File: src/rtl/fft_link_pkg.sv
// fft_link_pkg: shared schedule constants and state type for the FFT tile host link
package fft_link_pkg;
  localparam int SLOT = 4;
  localparam int N = 8;
  localparam int TX_END = 32;
  localparam int RES_BASE = 100;
  localparam int RES_CLR = 132;
  typedef enum logic {DUT_RST, RUN} state_e;
endpackage

File: src/rtl/fft_link_frame_buf.sv
// fft_link_frame_buf: 8-entry register file filled in order, with fill count and random read
module fft_link_frame_buf
  import fft_link_pkg::*;
#(
  parameter int W = 8
) (
  input  logic         clk,
  input  logic         rst,
  input  logic         clr_i,
  input  logic         we_i,
  input  logic [W-1:0] wdata_i,
  input  logic [2:0]   raddr_i,
  output logic [W-1:0] rdata_o,
  output logic [3:0]   cnt_o
);
  logic [W-1:0] mem_q [N];
  logic [3:0]   cnt_q, cnt_d;
  logic         wr;
  always_comb begin
    wr = we_i && cnt_q < 4'(N);
    cnt_d = clr_i ? 4'd0 : cnt_q + 4'(wr);
  end
  always_ff @(posedge clk or posedge rst) begin
    if (rst) begin
      cnt_q <= '0;
      for (int i = 0; i < N; i++) mem_q[i] <= '0;
    end else begin
      cnt_q <= cnt_d;
      if (wr) mem_q[cnt_q[2:0]] <= wdata_i;
    end
  end
  assign rdata_o = mem_q[raddr_i];
  assign cnt_o = cnt_q;
endmodule

File: src/rtl/fft_link_host.sv
// fft_link_host: feeds 8-sample frames to the FFT tile on its slot schedule and returns its 8 magnitude bins
module fft_link_host
  import fft_link_pkg::*;
#(
  parameter int W = 8,
  parameter int RST_CYC = 2,
  parameter int CAP_OFS = 2
) (
  input  logic         clk,
  input  logic         rst,
  input  logic         s_valid,
  output logic         s_ready,
  input  logic [W-1:0] s_data,
  output logic         m_valid,
  input  logic         m_ready,
  output logic [2:0]   m_bin,
  output logic [W-1:0] m_data,
  output logic         dut_rst_n,
  output logic         dut_ena,
  output logic [W-1:0] dut_ui,
  input  logic [W-1:0] dut_uo,
  input  logic [7:0]   dut_uio,
  output logic         link_err
);
  state_e       state_q, state_d;
  logic [7:0]   rcnt_q, rcnt_d, cnt_q, cnt_d, off;
  logic [2:0]   rd_ptr_q, rd_ptr_d, j;
  logic         err_q, err_d, run, park, res_full, s_fire, m_fire, cap, tx_clr, res_clr;
  logic [3:0]   wr_cnt, res_cnt;
  logic [W-1:0] smp;
  always_comb begin
    run = state_q == RUN;
    res_full = res_cnt == 4'(N);
    park = cnt_q == 8'd0 && !(wr_cnt == 4'(N) && !res_full);
    dut_rst_n = run;
    dut_ena = run && !park;
    dut_ui = run && cnt_q < 8'(TX_END) ? smp : '0;
    s_ready = run && wr_cnt < 4'(N);
    s_fire = s_valid && s_ready;
    m_valid = res_full;
    m_bin = rd_ptr_q;
    m_fire = m_valid && m_ready;
    off = cnt_q - 8'(RES_BASE);
    j = 3'(off / 8'(SLOT));
    cap = run && off < 8'(N * SLOT) && (off % 8'(SLOT)) == 8'(CAP_OFS);
    tx_clr = dut_ena && cnt_q == 8'(TX_END - 1);
    res_clr = m_fire && rd_ptr_q == 3'(N - 1);
    cnt_d = dut_ena ? cnt_q + 8'd1 : cnt_q;
    rd_ptr_d = m_fire ? rd_ptr_q + 3'd1 : rd_ptr_q;
    state_d = !run && rcnt_q == 8'(RST_CYC - 1) ? RUN : state_q;
    rcnt_d = run ? rcnt_q : rcnt_q + 8'd1;
    // The strobe must be exactly one-hot on every capture and fully released after the last slot
    err_d = err_q || (cap && dut_uio != (8'd1 << j))
                  || (run && cnt_q == 8'(RES_CLR + CAP_OFS) && dut_uio != 8'd0);
  end
  always_ff @(posedge clk or posedge rst) begin
    if (rst) begin
      state_q <= DUT_RST;
      rcnt_q <= '0;
      cnt_q <= '0;
      rd_ptr_q <= '0;
      err_q <= 1'b0;
    end else begin
      state_q <= state_d;
      rcnt_q <= rcnt_d;
      cnt_q <= cnt_d;
      rd_ptr_q <= rd_ptr_d;
      err_q <= err_d;
    end
  end
  assign link_err = err_q;
  fft_link_frame_buf #(.W(W)) u_tx (
    .clk(clk), .rst(rst), .clr_i(tx_clr), .we_i(s_fire), .wdata_i(s_data),
    .raddr_i(cnt_q[4:2]), .rdata_o(smp), .cnt_o(wr_cnt)
  );
  fft_link_frame_buf #(.W(W)) u_res (
    .clk(clk), .rst(rst), .clr_i(res_clr), .we_i(cap), .wdata_i(dut_uo),
    .raddr_i(rd_ptr_q), .rdata_o(m_data), .cnt_o(res_cnt)
  );
endmodule
File: config.mk
export PLATFORM = sky130hd
export DESIGN_NAME = fft_link_host
export DESIGN_NICKNAME = d
export VERILOG_FILES = /design/src/rtl/fft_link_pkg.sv /design/src/rtl/fft_link_frame_buf.sv /design/src/rtl/fft_link_host.sv
export SDC_FILE = /design/constraint.sdc
export NUM_CORES = 1
export LEC_CHECK = 0
export ABC_AREA = 1
export ABC_CLOCK_PERIOD_IN_PS = 6300
export BUFFER_PORTS_ARGS = -buffer_cell sky130_fd_sc_hd__buf_4
export CAP_MARGIN = 25
export CORE_ASPECT_RATIO = 1.25
export CORE_MARGIN = 4
export CORE_UTILIZATION = 61
export DETAILED_ROUTE_END_ITERATION = 10
export HOLD_SLACK_MARGIN = 0.02
export PLACE_DENSITY = 0.84
export SLEW_MARGIN = 20
export SYNTH_ARGS = -nofsm -noshare
export SYNTH_HDL_FRONTEND = slang
export SYNTH_SLANG_ARGS = --single-unit
File: constraint.sdc
create_clock -name clk -period 6.3 [get_ports clk]
set_input_delay 0.315 -clock clk [delete_from_list [all_inputs] [get_ports clk]]
set_output_delay 0.315 -clock clk [all_outputs]
set_load 0.02 [all_outputs]
; ---- Word-level counts from Yosys, hierarchy flattened
; Index checks and enable logic that the tools add are counted.
[word_totals]
regBits = 157
in_bits = 28
out_inout_bits = 24
wordCells = 94
[classes]
add_sub_neg = 6
order_cmp = 10
n_eq_ne = 8
shift = 1
muxes = 15
bitwise = 4
n_reduce_logical = 27
[ops]
columns = operator, n
row1 = $bwmux W64, 2
row2 = $mux W8, 7
row3 = $bmux W8 S3, 2
row4 = $demux W8 S3, 2
row5 = $logic_and A1 B1 Y1, 19
row6 = $add A8 B1 Y8 const B, 2
row7 = $ge A4 B4 Y1 const B, 4
row8 = $lt A8 B6 Y1 const B, 2
row9 = $not A3 Y4, 4
row10 = $add A4 B1 Y4, 2
row11 = $eq A4 B4 Y1 const B, 2
row12 = $eq A8 B1 Y1 const B, 1
row13 = $eq A8 B5 Y1 const B, 1
row14 = $eq A8 B8 Y1 const B, 1
row15 = $logic_not A8 Y1, 1
row16 = $lt A4 B1 Y1 const B, 2
row17 = $lt A4 B4 Y1 const B, 2
row18 = $mux W4, 2
row19 = $ne A8 B8 Y1, 1
row20 = $reduce_bool A8 Y1, 1
row21 = $shl A1 B3 Y8 const A, 1
row22 = $sub A8 B7 Y8 const B, 1
row23 = $logic_not A1 Y1, 4
row24 = $add A3 B1 Y3 const B, 1
row25 = other kinds (3), 4

; ---- Depth between registers and ports, before layout
; Gate-level depths: netlist of run 1.
[logic_depth]
depth_word = 9
depth_mapped = 13
mapped_depth_nobuf = 12

; ---- By module
; From an unflattened synthesis of run 1, not the netlist that was laid out.
[unflattened]
cells_unflattened = 1127
area_unflattened_um2 = 8589.5
[modules_own_cells]
columns = module, instances, cells_each, area_each_um2, seq_area_each_um2
row1 = fft_link_frame_buf, 2, 461, 3543.4, 1701.6
row2 = fft_link_host, 1, 205, 1502.7, 525.5

; ---- Least setup slack after synthesis of run 1
; No wires, ideal clock.
[synth_path]
path_kind = flip-flop to output port
startpoint = register cnt_q[3]
endpoint = output port dut_ui[3]
t_arrival_ns = 1.475
t_required_ns = 5.985
path_slack_ns = 4.510
path_stages_with_launch = 8
n_path_buf = 2
cell_sequence = dfrtp_1 -> buf_2 -> nand2_1 -> buf_2 -> o22ai_1 -> o21ai_0 -> nand2_1 -> nor2_1
[synth_via]
elab_chain_len = 5
[synth_lines]
columns = item, line
row1 = from (decl), fft_link_host.sv:26  ; logic [7:0] rcnt_q, rcnt_d, cnt_q, cnt_d, off;
row2 = from (signal assigned), fft_link_host.sv:66  ; cnt_q <= cnt_d;
row3 = branches (longest 4 deep; another with $lt A8 B6 Y1), --
row4 = $mux W8 *, fft_link_host.sv:37  ; dut_ui = run && cnt_q < 8'(TX_END) ? smp : '0;
row5 = to (decl), fft_link_host.sv:20  ; output logic [W-1:0] dut_ui,
; Every way passes the cells marked *. The select of a mux whose other input is x is not followed.

; ---- Worst setup path after layout of run 1
[layout_path]
startpoint = register cnt_q[2]
endpoint = output port dut_ui[0]
; The elaborated chain is that of the path after synthesis.

==> impl_metrics.tcl, run 1 <==
set metrics [dict create \
    postRouteAntennaNets 0 \
    slew_violations 0 \
    status "finished, final reports clean" \
    final_core_util_pct 71.23 \
    final_cell_area_um2 8743 \
    syn_area_um2 7757 \
    cpMostUsedCell "nand2_1" \
    power.leakage_nw 4.240 \
    hold_viol 0 \
    relSlewSlack_pct 44.93 \
    via_per_inst 5.656 \
    worst_setup_path_start_kind "register" \
    antenna_found_initial 0 \
    cts_num_sinks 157 \
    yosys_warnings 0 \
    setup_viol 0 \
    numCtsBuffers 17 \
    yosysTopAreaCell "dfrtp_1" \
    postCtsSetupRepairBufs 0 \
    max-vdd-ir-drop_mv 0.4152 \
    root_buffer "clkbuf_16" \
    power.density_nw_per_um2 472.3 \
    grt_pass1_vias 5945 \
    synth_edf_count 0 \
    synth_ff_type "dfrtp_1" \
    critPathKind "register to output pin" \
    fin_nets 961 \
    clk-insertion-delay-late_ps 430 \
    timing.critical_path.slowest_stage_cell "dfrtp_1" \
    finalCritPeriodShare_pct 44.44 \
    core_um2 12270 \
    synth.top_cells.by_count "199 x nand2_1, 157 x dfrtp_1, 121 x nor2_1" \
    stdcell_count 1098 \
    netlist.area_leader.share_pct 50.65 \
    area_growth_pct 12.71 \
    drive_above_1_share_pct 14.88 \
    hp-class "primary input to register" \
    fin_setup_tns_ps 0 \
    cp-end-kind "output pin" \
    num_rows 45 \
    htreeDepth 4 \
    syn_avg_cell_area_um2 8.765 \
    cap_violations 0 \
    dpl.hpwl_mm 11.20 \
    yosysUniqueCellTypes 40 \
    cts_tree "done" \
    path_cells "inv_1 -> nand2_1 -> o22ai_1 -> o21ai_0 -> nand2_1 -> nor2_1 -> buf_4" \
    num_vias 6210 \
    worst_pin_slew_ps 826.1 \
    clk_path_buf_depth 2 \
    grt_max_degree 86 \
    start_util_pct 63.20 \
    wl_mm 17.52 \
    rsz0062_at_grt "false" \
    fp.dieH_um 134.1 \
    synthArstFlopShare_pct 100.0 \
    drtIter0Drc 480 \
    ys_seq_elements 157 \
    overflow 0 \
    synth_nets 924 \
    synthTopCellsByArea "dfrtp_1 51%, nand2_1 9.6%, nor2_1 5.9%" \
    pin_count 52 \
    cp.required_ps 5980 \
    crit_arrival_ps 2480 \
    ys_seq_area_share_pct 50.65 \
    crit_path_max_incr_delay_ps 680 \
    fin_crit_ps 2800 \
    grt_usage_pct 25.35 \
    syn_inst 885 \
    dpl.cell_count 1065 \
    whs_ps 147.6 \
    antennaDiodeCount 0 \
    dr.pass1.iters 5 \
    dieArea_um2 14600 \
    gp_congestion 0.9343 \
    clk_pin_slew_ps 70 \
    port_buffers 51 \
    route.detailed.drc 0 \
    yosysMostFrequentCell "nand2_1" \
    clock_skew_ps 13.68 \
    grt_pass1_wl_mm 29.18 \
    die_w_um 108.9 \
    wl_per_cell_um 15.96 \
    max_freq_ghz 0.3572 \
    post_dp_cell_area_um2 8110 \
    critPathMaxFanout 16 \
]
path summary, 6_finish.rpt:
kind                                 start  cells past startpoint              end  slack, ps
setup / recovery                  cnt_q[2]                      7        dut_ui[0]       3500
hold / removal                   s_data[6]                      3    u_tx.mem_q[6]        150
setup reg to reg                  cnt_q[4]                     11   u_res.cnt_o[2]       3910
hold reg to reg            u_res.mem_q[13]                      2  u_res.mem_q[13]        480
max in group asynchronous              rst                      4        rcnt_q[2]       4580
min in group asynchronous              rst                      3    u_tx.mem_q[8]        540
what timing repair did:
item / 4_1_cts / 5_1_grt
endpoints found under the setup margin: 0 / 0
resized for setup: 0 / 0
hold buffers: 1 / 0
hold endpoints to repair: 23 / 0
cells by family after synthesis:
group | synth area share [%]
buffers and inverters | 6.581
DFF | 50.65
and+or+nand+nor | 23.08
muxes | 1.032
adders and majority gates | 1.774
xor gates and xnor gates | 2.032
AOI/OAI and AO/OA | 14.85
metrics by stage:
step / total power [W] / worst slack (ps)
floorplan: 0.002599 / 1750
global placement: 0.003013 / 4015
detailed placement: 0.003056 / 3966
CTS: 0.004117 / 3536
global route: 0.004389 / 3229
finish: 0.004129 / 3500
critical path, delay by kind of cell, from the launching register on:
family	cells	cell delay, ps
buffers and inverters	2	350
AOI/OAI and AO/OA	2	300
DFF	1	680
and+or+nand+nor	3	710
where the power goes:
group	total [W]	leakage [nW]	switching (W)	internal [W]
registers	0.00152	1.66	0.000253	0.00126
clock network	0.00105	0.286	0.000414	0.000634
logic	0.00156	2.29	0.000993	0.000570
total	0.00413	4.24	0.00166	0.00247
cells in the final DEF, fill, tap and decap left out, types with 9 or more instances in the layout:
master	n
nand2_1	199
dfrtp_1	157
nor2_1	121
o21ai_1	56
inv_1	53
buf_4	52
a21oi_1	46
o21ai_0	44
o22ai_1	37
nand3_1	18
clkbuf_16	17
xor2_1	14
o21ai_2	11
ha_1	11
inv_2	9
per-layer routing:
layer | vias up | share of wire (%) | GRT usage, %
met2 | 185 | 51 | 41.02
met3 | 37 | 5.0 | 4.815
li1 | 3006 | - | -
met5 | - | 0 | 0
met4 | 0 | 2.8 | 11.51
met1 | 2982 | 41 | 32.97
flip-flops by register name, indices dropped and copies added (netlist names), 3 cells and up:
signal and flops:
cnt_q 8, u_res.mem_q 64, rcnt_q 8, u_tx.cnt_o 4, u_tx.mem_q 64, u_res.cnt_o 4, m_bin 3
final cells by class:
cell class	instances	area, µm²
timing repair buffer	55	426.7
sequential	157	3929
tap	164	205.2
inverter	66	260.3
clock buffer	19	442.9
fill	966	3531
clock inverter	12	161.4
multi-input combinational	625	3318
No activity file was read; power rests on OpenSTA's default activity.
==> run 2, diff against run 1 <==
--- a/config.mk
+++ b/config.mk
@@ -5,16 +5,16 @@
 export SDC_FILE = /design/constraint.sdc
 export NUM_CORES = 1
 export LEC_CHECK = 0
-export ABC_AREA = 1
-export ABC_CLOCK_PERIOD_IN_PS = 6300
+export ABC_AREA = 0
+export ABC_CLOCK_PERIOD_IN_PS = 2700
 export BUFFER_PORTS_ARGS = -buffer_cell sky130_fd_sc_hd__buf_4
 export CAP_MARGIN = 25
 export CORE_ASPECT_RATIO = 1.25
 export CORE_MARGIN = 4
-export CORE_UTILIZATION = 61
+export CORE_UTILIZATION = 60
 export DETAILED_ROUTE_END_ITERATION = 10
 export HOLD_SLACK_MARGIN = 0.02
-export PLACE_DENSITY = 0.84
+export PLACE_DENSITY = 0.83
 export SLEW_MARGIN = 20
 export SYNTH_ARGS = -nofsm -noshare
 export SYNTH_HDL_FRONTEND = slang
==> constraint.sdc (replaced) <==
create_clock -name clk -period 2.7 [get_ports clk]
set_input_delay 0.135 -clock clk [delete_from_list [all_inputs] [get_ports clk]]
set_output_delay 0.135 -clock clk [all_outputs]
set_load 0.02 [all_outputs]
==> run 2 against run 1 <==
Global-route usage decreased by 2.6 points; die area down 1.4%; largest power group is now sequential cells; sequential cell count did not move.
==> impl_metrics.tcl, run 2 <==
set metrics [dict create \
    cts_tree "done" \
    numCtsBuffers 17 \
    antenna_found_initial 0 \
    final_core_util_pct 72.49 \
    gp_congestion 0.8527 \
    synth.top_cells.by_count "157 x dfrtp_1, 122 x mux2_2, 32 x mux4_2" \
    die_w_um 108.1 \
    max_freq_ghz 0.3959 \
    ys_seq_area_share_pct 52.27 \
    routed-wl-met2_mm 7.993 \
    core_um2 12220 \
    crit_arrival_ps 2830 \
    critPathMaxFanout 8 \
    dieArea_um2 14390 \
    fin_setup_tns_ps 0 \
    cts_num_sinks 157 \
    synthTopCellsByArea "dfrtp_1 52%, mux2_2 18%, mux4_2 9.6%" \
    synth_edf_count 0 \
    fp.dieH_um 133.1 \
    num_vias 4526 \
    power_w 0.008189 \
    rsz0062_at_grt "false" \
    power.leakage_nw 3.968 \
    highest_layer "met4" \
    slew_violations 0 \
    synth_nets 555 \
    finalCritPeriodShare_pct 93.55 \
    fin_nets 631 \
    drtIter0Drc 218 \
    netlist.area_leader.share_pct 52.27 \
    yosysTopAreaCell "dfrtp_1" \
    pin_count 52 \
    setup_viol 0 \
    worst_pin_slew_ps 841.1 \
    antennaDiodeCount 0 \
    regArea_um2 3929 \
    critPathKind "register to register" \
    cp.required_ps 3000 \
    htreeDepth 4 \
    start_util_pct 61.52 \
    cap_violations 0 \
    route.detailed.drc 0 \
    yosysMostFrequentCell "dfrtp_1" \
    power.density_nw_per_um2 924.5 \
    num_rows 45 \
    clk_pin_slew_ps 60 \
    synth_ff_type "dfrtp_1" \
    path_cells "or3b_2 -> mux2i_4 -> nand4_2 -> or3b_1 -> mux2_4" \
    ys_seq_elements 157 \
    n_fill_cell 759 \
    cp-end-kind "register" \
    syn_avg_cell_area_um2 14.57 \
    clk_path_buf_depth 2 \
    grt_pass1_vias 4982 \
    crit_path_max_incr_delay_ps 630 \
    drive_above_1_share_pct 45.95 \
    yosys_warnings 0 \
    wl_met3_um 424 \
    syn_area_um2 7516 \
    max-vdd-ir-drop_mv 0.7468 \
    worst_setup_path_start_kind "register" \
    grt_pass1_wl_mm 25.20 \
    syn_inst 516 \
    root_buffer "clkbuf_16" \
    postRouteAntennaNets 0 \
    timing.critical_path.slowest_stage_cell "or3b_1" \
    status "finished, final reports clean" \
    final_cell_mix "157 x dfrtp_1, 122 x mux2_2, 61 x buf_4" \
    fin_crit_ps 2526 \
    hold_viol 0 \
    yosysUniqueCellTypes 52 \
    wl_mm 14.97 \
    final_cell_area_um2 8857 \
    top_regs "u_res.mem_q (64), u_tx.mem_q (64)" \
    dr.pass1.iters 4 \
    relSlewSlack_pct 43.93 \
    grt_usage_pct 22.75 \
    port_buffers 51 \
    grt_max_degree 158 \
    final_common_cell "dfrtp_1" \
    clock_skew_ps 6.074 \
    multiInputGateArea_um2 3457 \
    synthArstFlopShare_pct 100.0 \
    dpl.hpwl_mm 9.936 \
    area_growth_pct 17.85 \
    post_dp_cell_area_um2 8095 \
    hp-class "primary input to register" \
    clk-insertion-delay-late_ps 420 \
    via_per_inst 5.886 \
    overflow 0 \
    wl_per_cell_um 19.46 \
    wl_met1_mm 6.278 \
]
## run 2: cell types whose count changed in the layout (fill, tap and decap cells not counted), moves of 16 or more
cell           delta
nand2_1         -170
mux2_2          +122
nor2_1          -105
o21ai_1          -56
inv_1            -49
o21ai_0          -40
a21oi_1          -37
o22ai_1          -37
mux4_2           +32
dlygate4sd3_1    +16
mux2_4           +16
## run 2: per-stage QoR
step           setup WS (ps)  cells  hold WS, ps
4_1_cts                165.1    769        60.07
2_1_floorplan          142.4    516        283.5
5_1_grt                63.22    769        85.68
3_5_place_dp           197.3    720        433.4
3_3_place_gp           276.4    720        420.2
6_report               174.1    769        68.53
## run 2: what timing repair did
action,in CTS,in global routing
hold endpoints to repair,160,0
hold buffers,17,0
resized for setup,0,0
setup buffers,0,0
## run 2: final timing paths
kind	from	endpoint	slack, ps	cells after the start
setup / recovery	cnt_q[5]	u_res.mem_q[44]	170	5
hold / removal	m_ready	m_bin[0]	70	3
setup reg to reg	cnt_q[5]	u_res.mem_q[44]	170	5
hold reg to reg	rcnt_q[7]	rcnt_q[7]	500	1
max in group asynchronous	rst	cnt_q[0]	1620	4
min in group asynchronous	rst	u_res.mem_q[27]	520	4
## run 2: power by group
| part | leakage [nW] | internal [W] | switching (W) |
|---|---|---|---|
| registers | 1.97 | 0.00294 | 0.000360 |
| clock network | 0.289 | 0.00141 | 0.000949 |
| logic | 1.71 | 0.00134 | 0.00119 |
## run 2: kinds of logic (layout without fill, tap and decap cells)
kind of cell | count (synthesis) | in the layout | share of synthesized area, %
compound gates | 24 | 24 | 2.048
xor+xnor | 19 | 19 | 2.214
fa+ha+maj | 11 | 11 | 1.831
buf+inv | 28 | 117 | 1.731
flops | 157 | 157 | 52.27
mux | 173 | 173 | 31.63
simple gates | 104 | 104 | 8.274
## run 2: area by class of cell
| type | instances | share of cell area [%] |
|---|---|---|
| Timing Repair Buffer | 79 | 7.317 |
| Clock buffer | 19 | 5.114 |
| Sequential cell | 157 | 44.36 |
| Multi-Input combinational cell | 331 | 39.03 |
| Inverter | 6 | 0.2967 |
| Tap cell | 164 | 2.317 |
| Clock inverter | 13 | 1.568 |
## run 2: critical path: cells and delay by family, from the launching register on
family           cells  cell delay [ps]
DFF                  1              440
muxes                2              610
and+or+nand+nor      3             1340
## run 2: layer usage
layer | vias to the layer above | GRT usage (%)
li1 | 2047 | -
met1 | 2370 | 28.53
met2 | 84 | 39.25
met3 | 25 | 3.635
met4 | 0 | 9.333
met5 | - | 0
==> run 3, diff against run 2 <==
--- a/config.mk
+++ b/config.mk
@@ -9,12 +9,14 @@
 export ABC_CLOCK_PERIOD_IN_PS = 2700
 export BUFFER_PORTS_ARGS = -buffer_cell sky130_fd_sc_hd__buf_4
 export CAP_MARGIN = 25
+export CELL_PAD_IN_SITES_DETAIL_PLACEMENT = 1
+export CELL_PAD_IN_SITES_GLOBAL_PLACEMENT = 1
 export CORE_ASPECT_RATIO = 1.25
 export CORE_MARGIN = 4
-export CORE_UTILIZATION = 60
+export CORE_UTILIZATION = 51
 export DETAILED_ROUTE_END_ITERATION = 10
 export HOLD_SLACK_MARGIN = 0.02
-export PLACE_DENSITY = 0.83
+export PLACE_DENSITY_LB_ADDON = 0.05
 export SLEW_MARGIN = 20
 export SYNTH_ARGS = -nofsm -noshare
 export SYNTH_HDL_FRONTEND = slang
==> run 3 against run 2 <==
Worst setup slack lost 19 ps; first-iteration DRC count fell by 25%; die area is 16% higher; combinational power is essentially flat; register-to-register slack got worse by 20 ps; clock-buffer cell count is the same; utilization decreased by 10 points; critical endpoint is now u_res.mem_q[41].
==> impl_metrics.tcl, run 3 (synthesis gave the netlist of run 2 again) <==
set metrics [dict create \
    pin_count 52 \
    overflow 0 \
    gp_congestion 0.7363 \
    power_frac_seq_pct 40.6 \
    n_fill_cell 1354 \
    path_cells "or3b_2 -> mux2i_4 -> nand4_2 -> or3b_1 -> mux2_4" \
    dieArea_um2 16760 \
    max-vdd-ir-drop_mv 0.6911 \
    ctsHoldBuffers 17 \
    switching_power_w 0.002529 \
    power.leakage_nw 4.006 \
    intPower_w 0.005580 \
    cp.buffers_inverters 0 \
    fin_setup_tns_ps 0 \
    antennaDiodeCount 0 \
    wl_per_cell_um 21.37 \
    postCtsSetupRepairBufs 0 \
    worst_pin_slew_ps 631.4 \
    relSlewSlack_pct 57.79 \
    hold_viol 0 \
    cts_tree "done" \
    num_rows 49 \
    grt_max_degree 61 \
    crit_path_max_incr_delay_ps 660 \
    hp-class "primary input to register" \
    drtIter0Drc 164 \
    numCtsBuffers 17 \
    via_per_inst 5.763 \
    clkPwrFrac_pct 28.0 \
    critPathMaxFanout 8 \
    cp.required_ps 3010 \
    fin_nets 640 \
    status "finished, final reports clean" \
    timing.critical_path.slowest_stage_cell "or3b_1" \
    critPathKind "register to register" \
    grt_usage_pct 21.88 \
    rsz0062_at_grt "false" \
    root_buffer "clkbuf_16" \
    fp.dieH_um 143.7 \
    regToRegSetupSlack_ps 150 \
    clk_path_buf_depth 2 \
    area_growth_pct 18.89 \
    final_common_cell "dfrtp_1" \
    multiInputGateArea_um2 3457 \
    top_regs "u_res.mem_q (64), u_tx.mem_q (64)" \
    crit_arrival_ps 2850 \
    grt_pass1_vias 5196 \
    worst_setup_path_start_kind "register" \
    crit_family "simple AND/OR/NAND/NOR gates" \
    post_dp_cell_area_um2 8205 \
    setup_viol 0 \
    finalCritPeriodShare_pct 94.27 \
    cts.repair.resized 0 \
    cts_num_sinks 157 \
    start_util_pct 52.17 \
    postRouteAntennaNets 0 \
    htreeDepth 4 \
    port_buffers 51 \
    switching_share_pct 31.19 \
    dpl.hpwl_mm 11.41 \
    final_cell_area_um2 8936 \
    antenna_found_initial 0 \
    clk-insertion-delay-late_ps 430 \
    route.detailed.drc 0 \
    clk_pin_slew_ps 60 \
    cp-end-kind "register" \
    clock_skew_ps 9.428 \
    regArea_um2 3929 \
    wl_mm 16.93 \
    die_w_um 116.6 \
    power.density_nw_per_um2 907.4 \
    core_um2 14410 \
    slew_violations 0 \
    power_frac_comb_pct 31.4 \
    dr.pass1.iters 4 \
    cap_violations 0 \
    max_freq_ghz 0.3929 \
    fin_crit_ps 2545 \
    final_cell_mix "157 x dfrtp_1, 122 x mux2_2, 68 x buf_4" \
    num_vias 4564 \
    drive_above_1_share_pct 46.58 \
    grt_pass1_wl_mm 27.72 \
]
[run 3: cell types whose count changed in the layout (fill, tap and decap cells not counted)]
cell	previous run	this run
inv_6	2	1
clkbuf_1	0	1
clkinv_4	3	5
clkbuf_8	2	1
bufinv_16	2	1
buf_4	61	68
buf_12	1	3
[run 3: final cells by class]
type                    instances  area share, %
well taps                     178          2.492
repair buffers                 88          8.289
inverters                       6         0.2940
flip-flops and latches        157          43.97
clock buffers                  19          4.957
clock inverters                13          1.316
multi-input cells             331          38.69
[run 3: metrics by stage]
step                      cells  total power, W  hold WS, ps  worst slack, ps  util (%)
after CTS                   792        0.008209        62.44            144.4     62.02
after floorplan             516        0.005098        283.5            142.4         -
after detailed placement    743        0.005887        248.4            161.0     56.95
after global placement      743        0.005718        237.0            207.7     56.95
final                       792        0.008109        78.20            154.7     62.02
after global routing        792        0.008572        81.83            78.48     62.02
[run 3: final timing paths]
kind	startpoint	to	depth (start not counted)
min reg2reg	link_err	link_err	2
min in group asynchronous	rst	rcnt_q[6]	3
max	cnt_q[5]	u_res.mem_q[41]	5
min	m_ready	u_res.cnt_o[0]	3
max reg2reg	cnt_q[5]	u_res.mem_q[41]	5
max in group asynchronous	rst	cnt_q[3]	4
[run 3: metal layers]
metal / up-vias / GRT usage [%] / share of wire, %
met5: - / 0 / 0
met4: 0 / 6.944 / 1.4
met3: 19 / 4.423 / 2.9
met2: 68 / 38.34 / 54
met1: 2416 / 27.15 / 42
li1: 2061 / - / -
[run 3: worst reg2reg max path, stage by stage, from the launching register on]
cell	delay, ps
dfrtp_1	440
or3b_2	530
mux2i_4	240
nand4_2	170
or3b_1	660
mux2_4	390
[run 3: power by group through the flow]
| stage | Sequential [W] | Combinational, W | Clock (W) |
|---|---|---|---|
| detailed placement | 0.00333 | 0.00256 | 0 |
| finish | 0.00329 | 0.00254 | 0.00227 |
| CTS | 0.00329 | 0.00260 | 0.00232 |
| global route | 0.00335 | 0.00279 | 0.00243 |
| floorplan | 0.00318 | 0.00192 | 0 |
| global placement | 0.00326 | 0.00246 | 0 |
